==> src/rtl/series_pkg.sv <==
// rtl/series_pkg.sv - shared types and default constants for the series job dispatcher
package series_pkg;

    typedef enum logic [2:0] {
        IDLE    = 3'd0,
        ISSUE   = 3'd1,
        RELEASE = 3'd2,
        RUN     = 3'd3,
        CAPT    = 3'd4
    } state_t;

    localparam int DEF_DW       = 16;
    localparam int DEF_DEPTH    = 8;
    localparam int DEF_ACK_MAX  = 4;
    localparam int DEF_DONE_MAX = 128;

endpackage

==> src/rtl/sync_fifo.sv <==
// rtl/sync_fifo.sv - single-clock show-ahead FIFO with full/empty/count
module sync_fifo #(
    parameter int DW    = 16,
    parameter int DEPTH = 8
) (
    input  logic                       clk,
    input  logic                       rst,
    input  logic                       push,
    input  logic [DW-1:0]              push_data,
    input  logic                       pop,
    output logic [DW-1:0]              pop_data,
    output logic                       full,
    output logic                       empty,
    output logic [$clog2(DEPTH):0]     count
);

    localparam int AW = $clog2(DEPTH);
    localparam logic [AW:0] FULL_CNT = (AW+1)'(DEPTH);

    logic [DW-1:0] mem [DEPTH];
    logic [AW-1:0] wr_ptr;
    logic [AW-1:0] rd_ptr;
    logic [AW:0]   cnt;
    logic          do_push;
    logic          do_pop;

    // A push into a full FIFO is only taken when a pop frees the head slot in the same cycle
    assign do_pop   = pop && !empty;
    assign do_push  = push && (!full || do_pop);
    assign full     = (cnt == FULL_CNT);
    assign empty    = (cnt == '0);
    assign count    = cnt;
    assign pop_data = mem[rd_ptr];

    // Storage array; no reset needed since reads are gated by the count
    always_ff @(posedge clk) begin
        if (do_push) begin
            mem[wr_ptr] <= push_data;
        end
    end

    // Pointers wrap naturally because DEPTH is a power of two
    always_ff @(posedge clk) begin
        if (rst) begin
            wr_ptr <= '0;
            rd_ptr <= '0;
            cnt    <= '0;
        end else begin
            if (do_push) begin
                wr_ptr <= wr_ptr + 1'b1;
            end
            if (do_pop) begin
                rd_ptr <= rd_ptr + 1'b1;
            end
            case ({do_push, do_pop})
                2'b10:   cnt <= cnt + 1'b1;
                2'b01:   cnt <= cnt - 1'b1;
                default: cnt <= cnt;
            endcase
        end
    end

endmodule

==> src/rtl/series_job_dispatcher.sv <==
// rtl/series_job_dispatcher.sv - queues operands and runs them one at a time through the series engine
module series_job_dispatcher
    import series_pkg::*;
#(
    parameter int DW       = DEF_DW,
    parameter int DEPTH    = DEF_DEPTH,
    parameter int ACK_MAX  = DEF_ACK_MAX,
    parameter int DONE_MAX = DEF_DONE_MAX
) (
    input  logic          clk,
    input  logic          rst,
    input  logic          in_valid,
    input  logic [DW-1:0] in_data,
    output logic          in_ready,
    output logic          eng_start,
    output logic [DW-1:0] eng_x,
    input  logic          eng_ready,
    input  logic [DW-1:0] eng_result,
    output logic          out_valid,
    output logic [DW-1:0] out_data,
    input  logic          out_ready,
    output logic          busy,
    output logic          timeout_err
);

    localparam int TMAX = (ACK_MAX > DONE_MAX) ? ACK_MAX : DONE_MAX;
    localparam int TW   = $clog2(TMAX) + 1;
    localparam logic [TW-1:0] ACK_LAST  = TW'(ACK_MAX - 1);
    localparam logic [TW-1:0] DONE_LAST = TW'(DONE_MAX - 1);

    state_t                  state;
    state_t                  state_nx;
    logic [TW-1:0]           tcnt;
    logic                    fifo_full;
    logic                    fifo_empty;
    logic [DW-1:0]           fifo_head;
    logic [$clog2(DEPTH):0]  fifo_count;
    logic                    push;
    logic                    pop;
    logic                    load_out;
    logic                    to_set;

    assign in_ready = !fifo_full;
    assign push     = in_valid && in_ready;
    assign busy     = (state != IDLE) || (fifo_count != '0);

    sync_fifo #(
        .DW    (DW),
        .DEPTH (DEPTH)
    ) u_fifo (
        .clk       (clk),
        .rst       (rst),
        .push      (push),
        .push_data (in_data),
        .pop       (pop),
        .pop_data  (fifo_head),
        .full      (fifo_full),
        .empty     (fifo_empty),
        .count     (fifo_count)
    );

    // Handshake sequencing: launch, wait for ack, release start for the load cycle, wait for done, capture
    always_comb begin
        state_nx  = state;
        pop       = 1'b0;
        load_out  = 1'b0;
        to_set    = 1'b0;
        eng_start = 1'b0;
        case (state)
            IDLE: begin
                if (!fifo_empty && eng_ready) begin
                    pop      = 1'b1;
                    state_nx = ISSUE;
                end
            end
            ISSUE: begin
                eng_start = 1'b1;
                if (!eng_ready) begin
                    state_nx = RELEASE;
                end else if (tcnt == ACK_LAST) begin
                    to_set   = 1'b1;
                    state_nx = IDLE;
                end
            end
            RELEASE: begin
                state_nx = RUN;
            end
            RUN: begin
                if (eng_ready) begin
                    state_nx = CAPT;
                end else if (tcnt == DONE_LAST) begin
                    to_set   = 1'b1;
                    state_nx = IDLE;
                end
            end
            CAPT: begin
                if (!out_valid || out_ready) begin
                    load_out = 1'b1;
                    state_nx = IDLE;
                end
            end
            default: begin
                state_nx = IDLE;
            end
        endcase
    end

    // State register
    always_ff @(posedge clk) begin
        if (rst) begin
            state <= IDLE;
        end else begin
            state <= state_nx;
        end
    end

    // Watchdog counts only while waiting on the engine and restarts on every state change
    always_ff @(posedge clk) begin
        if (rst || (state_nx != state)) begin
            tcnt <= '0;
        end else if ((state == ISSUE) || (state == RUN)) begin
            tcnt <= tcnt + 1'b1;
        end
    end

    // Operand hold, result register and sticky timeout flag
    always_ff @(posedge clk) begin
        if (rst) begin
            eng_x       <= '0;
            out_valid   <= 1'b0;
            out_data    <= '0;
            timeout_err <= 1'b0;
        end else begin
            if (pop) begin
                eng_x <= fifo_head;
            end
            if (load_out) begin
                out_data  <= eng_result;
                out_valid <= 1'b1;
            end else if (out_valid && out_ready) begin
                out_valid <= 1'b0;
            end
            if (to_set) begin
                timeout_err <= 1'b1;
            end
        end
    end

endmodule

==> config.mk <==
export PLATFORM = sky130hd
export DESIGN_NAME = series_job_dispatcher
export DESIGN_NICKNAME = d
export VERILOG_FILES = /design/src/rtl/series_pkg.sv /design/src/rtl/sync_fifo.sv /design/src/rtl/series_job_dispatcher.sv
export SDC_FILE = /design/constraint.sdc
export NUM_CORES = 1
export LEC_CHECK = 0
export CAP_MARGIN = 20
export CORE_UTILIZATION = 56
export CTS_CLUSTER_SIZE = 8
export DETAILED_ROUTE_END_ITERATION = 7
export HOLD_SLACK_MARGIN = 0.02
export PLACE_DENSITY_LB_ADDON = 0.08
export SYNTH_ARGS = -nofsm -noshare
export SYNTH_HDL_FRONTEND = slang
export SYNTH_SLANG_ARGS = --single-unit
==> constraint.sdc <==
create_clock -name clk -period 3.45 [get_ports clk]
set_input_delay 0.69 -clock clk [delete_from_list [all_inputs] [get_ports clk]]
set_output_delay 0.69 -clock clk [all_outputs]
set_load 0.01 [all_outputs]
==> results of run 1 <==
-- worst max path at each step --
| stage | cells after the start | to | start | slack, ns |
|---|---|---|---|---|
| 2_1_floorplan | 10 | u_fifo.count[3] | eng_ready | 0.53 |
| 3_3_place_gp | 9 | u_fifo.count[3] | eng_ready | 0.31 |
| 3_5_place_dp | 9 | u_fifo.count[3] | eng_ready | 0.30 |
| 4_1_cts | 3 | busy | u_fifo.count[0] | 0.72 |
| 5_1_grt | 9 | u_fifo.count[3] | eng_ready | 0.62 |
| 6_report | 9 | u_fifo.count[3] | eng_ready | 0.72 |
-- routing by layer --
metal  wire [um]  part of all wire (%)
met1        5810                    42
met2        7040                    51
met3         714                   5.2
met4         236                   1.7
met5           0                     0
-- worst min-delay path, cell delays in order (launching register included) --
cell and delay [ns]:
dfxtp_1 0.32, mux2i_1 0.07, nor2_1 0.07
-- flip-flops by register name, indices dropped and copies added, names as in the netlist --
name           flops
state              3
eng_x             16
timeout_err        1
u_fifo.mem       128
u_fifo.rd_ptr      3
tcnt               8
out_valid          1
out_data          16
u_fifo.count       4
u_fifo.wr_ptr      3
-- layout make-up --
| class | count | area share (%) |
|---|---|---|
| clock buffer | 18 | 4.84 |
| clock inverter | 14 | 2.21 |
| inverter | 6 | 0.254 |
| multi-input combinational | 228 | 24.6 |
| sequential | 183 | 55.7 |
| tap | 172 | 2.43 |
| timing repair buffer | 94 | 9.96 |
-- cells in the mapped netlist (all sizes together) --
| master | instances |
|---|---|
| a41oi | 1 |
| and2 | 2 |
| nor4 | 2 |
| dfxtp | 55 |
| mux4 | 32 |
| xnor2 | 4 |
| a221o | 1 |
| o221a | 2 |
| mux2 | 1 |
| a2111oi | 1 |
| nand3 | 7 |
| nor3 | 14 |
| fa | 1 |
| and3 | 3 |
| nand2 | 7 |
| o221ai | 1 |
| nor2b | 3 |
| buf | 13 |
| or4b | 2 |
| o22ai | 1 |
| nand4 | 6 |
| inv | 6 |
| nand2b | 3 |
| a21o | 2 |
| xor2 | 10 |
| nand3b | 1 |
| mux2i | 35 |
| and4 | 1 |
| ha | 6 |
| edfxtp | 128 |
| a211oi | 16 |
| or4 | 1 |
| clkbuf | 13 |
| nor2 | 51 |
| o31a | 1 |
| o21ai | 2 |
| a21oi | 8 |
-- kinds of logic after synthesis --
group	Yosys count
AOI/OAI and AO/OA	36
and+or+nand+nor	103
DFF	183
adders and majority gates	7
xor gates and xnor gates	14
buffers and inverters	32
muxes	68
-- power breakdown --
part / internal [mW] / switching (mW) / total [mW]
clock: 1.22 / 0.819 / 2.04
sequential: 2.56 / 0.198 / 2.76
combinational: 0.823 / 0.752 / 1.58
total: 4.60 / 1.77 / 6.37
==> results.cfg, run 1 <==
[status]
status = finished clean

[setup_path]
crit_type = in2reg
path_cells = clkdlybuf4s50_1, nor2b_1, and3_2, ha_1, ha_1, a21o_2, a21oi_1, mux2i_1, mux2_2
cp_top_family = buffers and inverters
slowest_delay_ns = 0.55
crit_fanout = 4
r2r_start = u_fifo.count[3]
r2r_end = u_fifo.count[3]
reg2reg_slack_ns = 0.73
required_ns = 3.77
critPathLaunchType = primary input
critPathBufInv = 1
critPathCaptureType = flip-flop
cp_slowest_cell = clkdlybuf4s50_1
arrival_ns = 3.04
reg2reg_depth = 8
crit_top_cell = ha_1

[timing]
final.period_utilization_pct = 79.1
rsz0062_at_grt = false
final_max_slew_viol_count = 0
clock_skew_ns = 0.0122
fin_crit_ns = 2.73
setup_viol = 0
tightest_slew_ns = 0.977
slew_headroom_pct = 34.7
setup_ws_ns = 0.723
max_clock_freq_ghz = 0.367
hold_violations = 0
hold_slack_ns = 0.497
tns_ns = 0

[job]
drv_cap = 0

[cts]
cts_tree = built
htree_levels = 4
cts_sinks = 183
cts_setup_buffers = 0
cts_resized = 0
clock_path_buffers = 2
cts_root_buf = clkbuf_16
insertion_delay_ns = 0.43
postCtsHoldBufs = 0
cts.reportedPaths.clkPinSlew_ns = 0.06
cts_buffers = 17

[logic_synthesis]
synth_compound_area_share_pct = 4.80
yosysWarningCount = 0
synth.area.top_cells = edfxtp_1, dfxtp_1, mux4_2
syn_inst = 443
syn_area_sq_um = 7270
seq_area_frac_synth_pct = 68.1
synth_top_family_by_area = multiplexers
synth_xor_area_share_pct = 1.79
netlist.area_leader.share_pct = 52.9
synth-simple-area-share_pct = 6.82
synth.largest_area_cell = edfxtp_1
synthMuxAreaShare_pct = 14.9
yosys.cell_types.count = 45
avgSynthCellArea_sq_um = 16.4
syn_nets = 487
synth-adder-area-share_pct = 1.31
synth-seq-cells = 183

[floorplan]
die_height_um = 116
pin_count = 74
die_w_um = 116
dieArea_sq_um = 13400
core_area_sq_um = 12600
initial_core_util_pct = 57.6
rows = 41

[placement]
portBuffers = 73
dpl_cell_area_sq_um = 8250
dp_slack_ns = 0.298
post-place-cells = 683
globalplace.congestion = 0.805
dp_hpwl_um = 8430

[detailed_routing]
wire_per_inst_um = 19.3
first_iter_violations = 330
ant_nets = 0
via_count = 4089
first_pass_iters = 4
viasPerCell = 5.72
drc_errors = 0
routed_wl_um = 13800

[cells_and_area]
area_growth_pct = 22.1
finalNonFillerCells = 715
final_cell_area_sq_um = 8870
multi_input_area_sq_um = 2180
fin_util_pct = 70.3
layout_common_cells = edfxtp_1, clkdlybuf4s50_1, dfxtp_1, nor2_1, mux2i_1
layout-drive-gt1-share_pct = 20.6
antenna-diode-count = 0
seq_area_sq_um = 4950
final_common_cell = edfxtp_1
fin_nets = 574
fillers = 876

[global_routing]
use_met1_pct = 27.9
antenna_found_initial = 0
busiest_layer = met2
groute.usage.overall_pct = 22.6
use_met3_pct = 5.75
grt_pass1_wl_um = 21500
grt_max_degree = 35
grtUsageMet2_pct = 38.4
grt_pass1_vias = 4155
overflow = 0

[hold_path]
hold_path_depth = 2
hold_start = out_data[14]
worstHoldEndpoint = out_data[14]
hp-class = reg2reg

[pwr]
total_power_mw = 6.37
peakVddDrop_mv = 0.478
leakage_nw = 3.02
pwr_density_cell_nw_per_um2 = 718
(Power assumes the default switching activity.)
==> run 2: changes to the inputs <==
--- a/config.mk
+++ b/config.mk
@@ -6,7 +6,7 @@
 export NUM_CORES = 1
 export LEC_CHECK = 0
 export CAP_MARGIN = 20
-export CORE_UTILIZATION = 56
+export CORE_UTILIZATION = 51
 export CTS_CLUSTER_SIZE = 8
 export DETAILED_ROUTE_END_ITERATION = 7
 export HOLD_SLACK_MARGIN = 0.02
==> constraint.sdc (replaced) <==
create_clock -name clk -period 2.4 [get_ports clk]
set_input_delay 0.48 -clock clk [delete_from_list [all_inputs] [get_ports clk]]
set_output_delay 0.48 -clock clk [all_outputs]
set_load 0.01 [all_outputs]
==> run 2 against run 1 <==
The run now ends with negative setup slack left. Clock skew shrank 0.0025 ns. First-iteration DRC count shrank 6.4%. Worst setup slack lost 0.74 ns. Register-to-register slack lost 0.74 ns. Die area grew 9.6%. Non-clock buffer count grew 19. Via count shrank 0.59%. Sequential cell count is the same. Design area grew 2.6%. Global-route usage shrank 2.3 points. Largest power group unchanged.
==> results.cfg, run 2 (synthesized netlist as in run 1, its figures left out) <==
[cells_and_area]
final_common_cell = edfxtp_1
fin_nets = 593
reg_top3 = u_fifo.mem (128), eng_x (16), out_data (16)
area_growth_pct = 25.3
fin_util_pct = 65.6
regMostFlops = u_fifo.mem
finalNonFillerCells = 742
antenna-diode-count = 0
layout-drive-gt1-share_pct = 24.7
largest_reg_flops = 128
final_cell_area_sq_um = 9100
layout_common_cells = edfxtp_1, clkdlybuf4s50_1, dfxtp_1, nor2_1, buf_4

[cts]
cts_root_buf = clkbuf_16
insertion_delay_ns = 0.43
cts_buffers = 17
postCtsHoldBufs = 0
htree_levels = 4
cts_sinks = 183
cts_tree = built
cts.reportedPaths.clkPinSlew_ns = 0.07
clock_path_buffers = 2

[setup_path]
crit_type = reg2reg
r2r_end = u_fifo.count[3]
r2r_start = u_fifo.count[3]
cp_slowest_cell = or4_4
critPathCaptureType = flip-flop
reg2reg_depth = 8
arrival_ns = 2.73
reg2reg_slack_ns = -0.01
critical_path.startpoint = u_fifo.count[3]
slowest_delay_ns = 0.53
cp_top_family = simple AND/OR/NAND/NOR gates
critPathBufInv = 0
path_cells = or4_4, and3_4, ha_4, ha_4, a21o_2, a21oi_2, mux2i_1, mux2_2
crit_fanout = 4
required_ns = 2.72
crit_top_cell = ha_4
critPathLaunchType = flip-flop

[pwr]
leakage_nw = 3.13
pwr_density_cell_nw_per_um2 = 1030
peakVddDrop_mv = 0.729

[detailed_routing]
via_count = 4065
drc_errors = 0
wire_per_inst_um = 18.3
routed_wl_um = 13600
viasPerCell = 5.48
first_pass_iters = 5
ant_nets = 0
first_iter_violations = 309

[placement]
dp_hpwl_um = 8600
portBuffers = 73
globalplace.congestion = 0.812
post-place-cells = 709
dpl_cell_area_sq_um = 8460

[global_routing]
grt_max_degree = 35
groute.usage.overall_pct = 20.3
antenna_found_initial = 0
grt_pass1_vias = 4049
grt_pass1_wl_um = 21600
overflow = 0

[timing]
hold_slack_ns = 0.490
setup_viol = 1
max_clock_freq_ghz = 0.414
clock_skew_ns = 0.00971
final_max_slew_viol_count = 0
tightest_slew_ns = 0.543
rsz0062_at_grt = true
final.period_utilization_pct = 101
setup_ws_ns = -0.0131
slew_headroom_pct = 63.7
fin_crit_ns = 2.41
hold_violations = 0
tns_ns = -0.0131

[hold_path]
hp-class = in2reg
worstHoldEndpoint = u_fifo.rd_ptr[2]
hold_path_depth = 2
hold_start = rst

[floorplan]
core_area_sq_um = 13900
initial_core_util_pct = 52.3
die_height_um = 121
die_w_um = 121
pin_count = 74
rows = 43
dieArea_sq_um = 14700

[status]
failed_checks = negative setup slack
status = finished with violations

[job]
drv_cap = 0
==> run 2: cell type report <==
type / count / area [sq um]
Sequential cell: 183 / 4950
Fill cell: 977 / 4780
Multi-Input combinational cell: 228 / 2220
Timing Repair Buffer: 113 / 1050
Clock buffer: 17 / 425
Tap cell: 180 / 225
Clock inverter: 15 / 208
Inverter: 6 / 22.5
==> run 2: worst max-delay path by stage <==
stage          cells after the start  slack [ns]              end
3_5_place_dp                       9       -0.32  u_fifo.count[3]
6_report                           8       -0.01  u_fifo.count[3]
4_1_cts                            8       -0.03  u_fifo.count[3]
2_1_floorplan                     10       -0.22  u_fifo.count[3]
3_3_place_gp                       9       -0.30  u_fifo.count[3]
5_1_grt                            8       -0.08  u_fifo.count[3]
==> run 2: timing repair <==
| item | in CTS | in global routing |
|---|---|---|
| gates resized for setup | 2 | 2 |
| endpoints found under the setup margin | 3 | 2 |
| buffers inserted | 1 | 0 |
==> run 2: power by group <==
| group | internal, mW | switching [mW] |
|---|---|---|
| Sequential | 3.68 | 0.193 |
| Combinational | 1.36 | 1.21 |
| Clock | 1.69 | 1.26 |
| Total | 6.73 | 2.66 |
==> run 2: through the flow <==
stage / setup slack (ns) / total power, mW
floorplan: -0.220 / 5.65
global placement: -0.302 / 6.48
detailed placement: -0.323 / 6.54
CTS: -0.0276 / 9.48
global route: -0.0787 / 9.84
finish: -0.0131 / 9.39
==> run 2: worst reg2reg max path: stages (launching register included) <==
cell and delay (ns):
dfxtp_2 0.33, or4_4 0.53, and3_4 0.20, ha_4 0.18
ha_4 0.21, a21o_2 0.19, a21oi_2 0.12, mux2i_1 0.21
mux2_2 0.35
==> run 2: per-layer routing <==
metal,track usage [%],up-vias,share of wire (%)
met5,0,-,0
met2,31.8,91,49
met3,5.50,10,4.5
met1,27.1,2032,45
met4,7.48,0,1.1
li1,-,1932,-
==> run 3: changes to the inputs <==
--- a/config.mk
+++ b/config.mk
@@ -7,6 +7,7 @@
 export LEC_CHECK = 0
 export CAP_MARGIN = 20
 export CORE_UTILIZATION = 51
+export CTS_CLUSTER_DIAMETER = 30
 export CTS_CLUSTER_SIZE = 8
 export DETAILED_ROUTE_END_ITERATION = 7
 export HOLD_SLACK_MARGIN = 0.02
==> results of run 3 <==
No change in the layout: final DEF, timing and power equal those of run 2.
